### src/rtl/cpu_step_controller.sv
// Generates the one-cycle CPU clock-enable: idle, debounced single-step, divided free-run and PC breakpoint halt.
// Optional breakpoint halt is compiled in with `define CPU_STEP_BREAKPOINT_EN.
module cpu_step_controller #(
    parameter int DEBOUNCE_CYCLES = 1000000,
    parameter int RUN_DIV         = 50000000,
    parameter int PC_W            = 32
) (
    input  logic            clk,
    input  logic            rst,
    input  logic            btn_step,
    input  logic            sw_run,
    input  logic [PC_W-1:0] pc_in,
    input  logic [PC_W-1:0] bp_addr,
    input  logic            bp_arm,
    output logic            cpu_en,
    output logic [15:0]     step_count,
    output logic [1:0]      state_out,
    output logic            halted
);

    typedef enum logic [1:0] {
        S_IDLE = 2'b00,
        S_STEP = 2'b01,
        S_RUN  = 2'b10,
        S_HALT = 2'b11
    } state_t;

    localparam int DB_W  = (DEBOUNCE_CYCLES > 1) ? $clog2(DEBOUNCE_CYCLES) : 1;
    localparam int DIV_W = (RUN_DIV > 1) ? $clog2(RUN_DIV) : 1;
    localparam logic [DB_W-1:0]  DB_LAST  = DB_W'(DEBOUNCE_CYCLES - 1);
    localparam logic [DIV_W-1:0] DIV_LAST = DIV_W'(RUN_DIV - 1);

    logic            r_btn_meta, r_btn_sync, r_btn_db, r_btn_db_q;
    logic            r_sw_meta, r_sw_sync, r_sw_db;
    logic [DB_W-1:0] r_btn_cnt, r_sw_cnt;
    logic [DIV_W-1:0] r_div;
    logic [15:0]     r_step_count;
    state_t          r_state;

    logic w_step_req;
    logic w_run_lvl;
    logic w_terminal;
    logic w_bp_hit;
    logic w_cpu_en;

    always_ff @(posedge clk or posedge rst) begin
        if (rst) begin
            r_btn_meta <= 1'b0;
            r_btn_sync <= 1'b0;
            r_sw_meta  <= 1'b0;
            r_sw_sync  <= 1'b0;
        end else begin
            r_btn_meta <= btn_step;
            r_btn_sync <= r_btn_meta;
            r_sw_meta  <= sw_run;
            r_sw_sync  <= r_sw_meta;
        end
    end

    // A debounced level only moves after DEBOUNCE_CYCLES consecutive disagreeing samples.
    always_ff @(posedge clk or posedge rst) begin
        if (rst) begin
            r_btn_cnt  <= '0;
            r_btn_db   <= 1'b0;
            r_btn_db_q <= 1'b0;
        end else begin
            r_btn_db_q <= r_btn_db;
            if (r_btn_sync == r_btn_db) begin
                r_btn_cnt <= '0;
            end else if (r_btn_cnt == DB_LAST) begin
                r_btn_db  <= r_btn_sync;
                r_btn_cnt <= '0;
            end else begin
                r_btn_cnt <= r_btn_cnt + DB_W'(1);
            end
        end
    end

    always_ff @(posedge clk or posedge rst) begin
        if (rst) begin
            r_sw_cnt <= '0;
            r_sw_db  <= 1'b0;
        end else begin
            if (r_sw_sync == r_sw_db) begin
                r_sw_cnt <= '0;
            end else if (r_sw_cnt == DB_LAST) begin
                r_sw_db  <= r_sw_sync;
                r_sw_cnt <= '0;
            end else begin
                r_sw_cnt <= r_sw_cnt + DB_W'(1);
            end
        end
    end

    assign w_step_req = r_btn_db & ~r_btn_db_q;
    assign w_run_lvl  = r_sw_db;
    assign w_terminal = (r_state == S_RUN) && (r_div == DIV_LAST);

`ifdef CPU_STEP_BREAKPOINT_EN
    assign w_bp_hit = bp_arm && (pc_in == bp_addr);
    assign halted   = (r_state == S_HALT);
`else
    logic w_unused_bp;
    assign w_unused_bp = ^{pc_in, bp_addr, bp_arm};
    assign w_bp_hit    = 1'b0;
    assign halted      = 1'b0;
`endif

    // Enable is decoded from registered state so a reset kills it without waiting for a clock.
    assign w_cpu_en   = (r_state == S_STEP) || (w_terminal && !w_bp_hit);
    assign cpu_en     = w_cpu_en;
    assign step_count = r_step_count;
    assign state_out  = r_state;

    always_ff @(posedge clk or posedge rst) begin
        if (rst) begin
            r_state      <= S_IDLE;
            r_div        <= '0;
            r_step_count <= '0;
        end else begin
            if (w_cpu_en) begin
                r_step_count <= r_step_count + 16'd1;
            end
            case (r_state)
                S_IDLE: begin
                    r_div <= '0;
                    if (w_run_lvl) begin
                        r_state <= S_RUN;
                    end else if (w_step_req) begin
                        r_state <= S_STEP;
                    end
                end
                S_STEP: begin
                    r_state <= S_IDLE;
                end
                S_RUN: begin
                    if (!w_run_lvl) begin
                        r_state <= S_IDLE;
                        r_div   <= '0;
                    end else if (r_div == DIV_LAST) begin
                        r_div <= '0;
                        if (w_bp_hit) begin
                            r_state <= S_HALT;
                        end
                    end else begin
                        r_div <= r_div + DIV_W'(1);
                    end
                end
                S_HALT: begin
                    r_div <= '0;
                    if (!w_run_lvl) begin
                        r_state <= S_IDLE;
                    end else if (w_step_req) begin
                        r_state <= S_STEP;
                    end
                end
                default: begin
                    r_state <= S_IDLE;
                end
            endcase
        end
    end

endmodule

### config.mk
export PLATFORM = sky130hd
export DESIGN_NAME = cpu_step_controller
export DESIGN_NICKNAME = d
export VERILOG_FILES = /design/src/rtl/cpu_step_controller.sv
export SDC_FILE = /design/constraint.sdc
export NUM_CORES = 1
export LEC_CHECK = 0
export BUFFER_PORTS_ARGS = -buffer_cell sky130_fd_sc_hd__buf_2
export CAP_MARGIN = 25
export CELL_PAD_IN_SITES_DETAIL_PLACEMENT = 2
export CELL_PAD_IN_SITES_GLOBAL_PLACEMENT = 2
export CORE_UTILIZATION = 38
export CTS_BUF_LIST = sky130_fd_sc_hd__clkbuf_8
export CTS_CLUSTER_DIAMETER = 30
export DETAILED_ROUTE_END_ITERATION = 10
export PLACE_DENSITY_LB_ADDON = 0.05
export SETUP_SLACK_MARGIN = 0.2
export SLEW_MARGIN = 40
export SYNTH_ARGS = -nofsm -noshare
export SYNTH_HDL_FRONTEND = slang
export SYNTH_SLANG_ARGS = --single-unit
### constraint.sdc
create_clock -name clk -period 3.8 [get_ports clk]
set_input_delay 0.19 -clock clk [delete_from_list [all_inputs] [get_ports clk]]
set_output_delay 0.19 -clock clk [all_outputs]
set_load 0.01 [all_outputs]
* Word level (Yosys, flattened, before mapping)
Index checks and enable logic that the tools add are counted.
** Operators by class
- Add/subtract/negate cells :: 4
- Reduce and logical (&&, ||, !) cells :: 7
- Multiplexer cells :: 12
- Bitwise operators :: 4
- Equal/unequal tests :: 9
** Operators by type and width (count)
- 2-to-1 mux 20 bit :: 4
- 2-to-1 mux 26 bit :: 2
- one-hot mux 26 bit (2 select lines) :: 1
- adder 20 x 1 -> 20 bit (second input constant) :: 2
- equality test 20 bit (second input constant) :: 2
- adder 26 x 1 -> 26 bit (second input constant) :: 1
- equality test 26 bit (second input constant) :: 1
- adder 16 x 1 -> 16 bit (second input constant) :: 1
- 2-to-1 mux 2 bit :: 4
- one-hot mux 2 bit (4 select lines) :: 1
- equality test 2 bit (second input constant) :: 2
- AND reduction 2 bit :: 2
- NOT 1 bit :: 3
- equality test 1 bit :: 2
- equality test 2 x 1 -> 1 bit (second input constant) :: 1
- logical NOT 2 bit :: 1
- != test 2 bit (second input constant) :: 1
- nonzero test 2 bit :: 1
- OR reduction 2 bit :: 1
- AND 1 bit :: 1
- logical AND 1 bit :: 1
- logical OR 1 bit :: 1
** Storage, ports and cells
- Input port bits :: 69
- Output and inout bits :: 20
- Logic and storage cells :: 48
- Register bits :: 91

* Longest topological paths before layout
- Depth in word-level cells :: 5
- Depth in mapped cells :: 8
- Gate-level depth less buffers :: 7

* Worst setup path after synthesis
No wires, ideal clock.
- Path kind :: reg2reg
- From :: reg r_div[7]
- To :: reg r_step_count[3], in the netlist step_count[3]
- Data arrival time :: 1.836 ns
- Slack :: 1.837 ns
- Required time :: 3.673 ns
- Path buffers :: 1
- Clock period less this slack :: 1.963 ns
- Library setup time :: 0.127 ns
- Stages on the path, launching flop included :: 8
- Cells stage by stage :: dfrtp_1 > or4b_4 > nor4_4 > a31oi_1 > buf_6 > clkinv_1 > nand4_1 > xnor2_1
** Between the ends
- Longest elaborated chain between the ends :: 3
** Ends and longest elaborated chain
- start, declared :: line 36 : logic [DIV_W-1:0] r_div;
- start signal, assigned :: line 146 : r_div <= r_div + DIV_W'(1);
- equality test 26 bit :: line 97 : assign w_terminal = (r_state == S_RUN) && (r_div == DIV_LAST);
- logical AND 1 bit :: line 97
- logical OR 1 bit :: line 110 : assign w_cpu_en = (r_state == S_STEP) || (w_terminal && !w_bp_hit);
- named net cpu_en :: line 15 : output logic cpu_en,
- end signal, assigned :: line 122 : r_step_count <= r_step_count + 16'd1;
- end, declared :: line 37 : logic [15:0] r_step_count;
The timed path passes the listed nets, and every way through them passes these cells.
A chain may end at the register's enable or synchronous reset.

* Worst setup path after layout
- From :: reg r_div[0]
- To :: out cpu_en
** Between the ends
- Longest elaborated chain between the ends :: 3
** Ends and longest elaborated chain (line)
- equality test 26 bit :: 97
- logical AND 1 bit :: 97
- logical OR 1 bit :: 110
- end, declared :: 15
No other way between the ends.

==> impl_results.md <==
- RR Startpoint: r_div[0]
- Final Max Tran Viols: 0
- Pre-CTS setup slack: around 1.3 ns
- Root buf cell: clkbuf_8
- CP Max Fanout: 11
- GRT Util Overall: 19.4%
- Die height: approximately 110 um
- Initial core utilization: slightly below 40%
- Worst hold path class: reg -> reg
- Synth Flop Type: dfrtp_1
- Final Hold Viols: 0
- WP data required: ~3.6 ns
- Commonest cells in the netlist: dfrtp_1, nor2_1, nand2_1
- Post-synth EDFFs: 0
- Total Power: 1690 uW
- RSZ-0062 raised after global routing: false
- Most frequent cell after synthesis: dfrtp_1
- Cell Pwr Density: 337 nW/um^2
- First-pass DRT Iterations: 4
- Core Footprint: 11500 um^2
- YS warnings: 0
- Via Count: 3400
- Routed WL per cell: around 17 um
- Routability cong.: 0.716
- Post-layout util: 43.7%
- CP max stage delay: roughly 0.42 ns
- Largest net degree at the start of global routing: 64
- Asr flop ratio synth: 100%
- Total Wirelength: 10.7 mm
- Antenna viol nets, final: 0
- Synthesized area: between 4000 and 5000 um^2
- Clock Skew: between 0.009 and 0.01 ns
- Worst vdd ir: between 300 and 400 uV
- Reg2Reg Depth: 7
- Post-synth top area share: 50.8%
- Clk Latency, worst-skew pair: 0.38 ns
- Slowest CP cell: dfrtp_1
- Via density: 5.41
- Yosys cell types: 53
- Total gr overflow: 0
- Max Freq: 390 MHz
- Area leader, netlist: dfrtp_1
- Seq/Total Area, Yosys: about half
- Total CTS buffers: 9
- I/O Buffers: 22
- Synthesized instance count: 450
- Clock transition at path regs: 0.09 ns
- Post-route setup slack: around 1.2 ns
- Final-report setup violation count: 0
- Share of cells above drive strength 1: 11.9%
- Max_cap viols: 0
- Hold Path Stages: 0
- Setup TNS: 0 ns
- DP Wirelength: 7.45 mm
- Synth area leaders: dfrtp_1, xor2_1, nor2_1
- Die Wd: 111 um
- Status: completed
- Syn nets: 528
- #FFs+latches synth: 91
- Worst Max-Slew Pin Slew: 0.797 ns
- Vias in the first global route: about 3700
- Fin crit period: between 2 and 3 ns
- Htree depth: 3
- # IOs: 89
- TritonCTS clock tree: yes
- Min-delay src: r_sw_meta
- Post-CTS Setup Inserts: 0
- Crit. Startpoint: r_div[0]
- Syn_area_per_cell: 9.97 um^2
- Antenna violations before repair: 0
- Diode count: 0
- 1st-iter DRT viols: 109
- Rel. slew slack: 46.5%
- CTS Sinks: 91
- Nets: 560
- # DRC: 0
- Worst-path cell chain: ha_1 -> nand3_1 -> nor3_2 -> a31oi_1 -> buf_4 -> clkinv_1 -> buf_2
- Cell Count, Final, Fillers Out: 629
- Fin crit share: about two thirds
- Leak: 0.00222 uW
- FILL cells: about 1200
- Cells after DPL: 611
- Crit path DAT: 2.38 ns
- First-pass GRT wire length: between 15 and 20 mm
- Site row count: 39
- Category of the worst setup path launch point: flop
- Die ar.: 12200 um^2
- Clock Path Buffers: 2
- Endpoint class of the critical path: output port
- Setup Crit Path Kind: reg -> out
- Area grow syn2layout: 11.6%
## power breakdown
part / switching (uW) / total (uW) / internal (uW)
clock network: 361 / 665 / 304
logic: 32.6 / 43.1 / 10.5
registers: 6.60 / 981 / 975
## kinds of logic after synthesis
kind of cell	count (synthesis)	synth area share, %
XOR/XNOR	63	12.3
multiplexers	5	1.20
AO/OA/AOI/OAI	36	5.36
flip-flops	91	50.8
buffers and inverters	23	2.20
AND/OR/NAND/NOR	222	25.6
other	1	0.0836
adder cells (fa/ha/maj)	9	2.51
## sequential cells by signal, indices dropped and copies added (netlist names)
name        cells
r_btn_cnt      20
r_sw_db         1
r_sw_sync       1
r_btn_db_q      1
step_count     16
r_btn_meta      1
state_out       2
r_sw_cnt       20
r_btn_sync      1
r_div          26
r_sw_meta       1
r_btn_db        1
## placed cells by master, fill, tap and decap left out, drive strengths merged, types with 5 or more instances in the layout
master	count
buf	27
dfrtp	91
inv	15
nor2	72
nand3	34
and3	11
xnor2	27
nand4	24
nor4	10
clkbuf	9
xor2	36
o21ai	5
a21oi	7
ha	9
a31oi	5
nand2	38
nor3	13
## layout make-up
class	count	area [um^2]	area share, %
Inverter	14	57.6	1.15
Tap cell	143	179	3.57
Timing Repair Buffer	30	178	3.55
Sequential cell	91	2280	45.5
Clock inverter	6	67.6	1.35
Clock buffer	9	124	2.47
Multi-Input combinational cell	336	2120	42.4
## critical path, delay by kind of cell, from the launching register on
kind	cells	cell delay, ns
AND/OR/NAND/NOR	2	0.37
flip-flops	1	0.42
adder cells (fa/ha/maj)	1	0.28
AO/OA/AOI/OAI	1	0.19
buffers and inverters	3	0.72
## metal layers
| layer | share of wire (%) | vias to the layer above | global-route usage (%) |
|---|---|---|---|
| met5 | 0 | - | 0 |
| met4 | 1.4 | 0 | 6.93 |
| met3 | 2.4 | 11 | 4.72 |
| met2 | 49 | 30 | 31.5 |
| met1 | 47 | 1746 | 25.0 |
| li1 | - | 1613 | - |
## path summary, 6_finish.rpt
kind                                  to  slack, ns
min reg2reg                    r_sw_sync       0.37
min in group asynchronous  r_btn_cnt[18]       0.44
min                            r_sw_sync       0.37
max reg2reg                    r_div[17]       1.32
max                               cpu_en       1.23
max in group asynchronous   r_btn_cnt[4]       2.54
## stage by stage
| stage | hold slack [ns] | area [um^2] |
|---|---|---|
| 5_1_grt | 0.374 | 5010 |
| 6_report | 0.366 | 5010 |
| 3_5_place_dp | 0.304 | 4770 |
| 3_3_place_gp | 0.300 | 4770 |
| 4_1_cts | 0.368 | 4990 |
| 2_1_floorplan | 0.221 | 4480 |
## what timing repair did
item,4_1_cts,5_1_grt
hold endpoints to repair,42,0
resized for setup,0,0
hold buffers,3,0
Power figures use the tool's default switching activity.
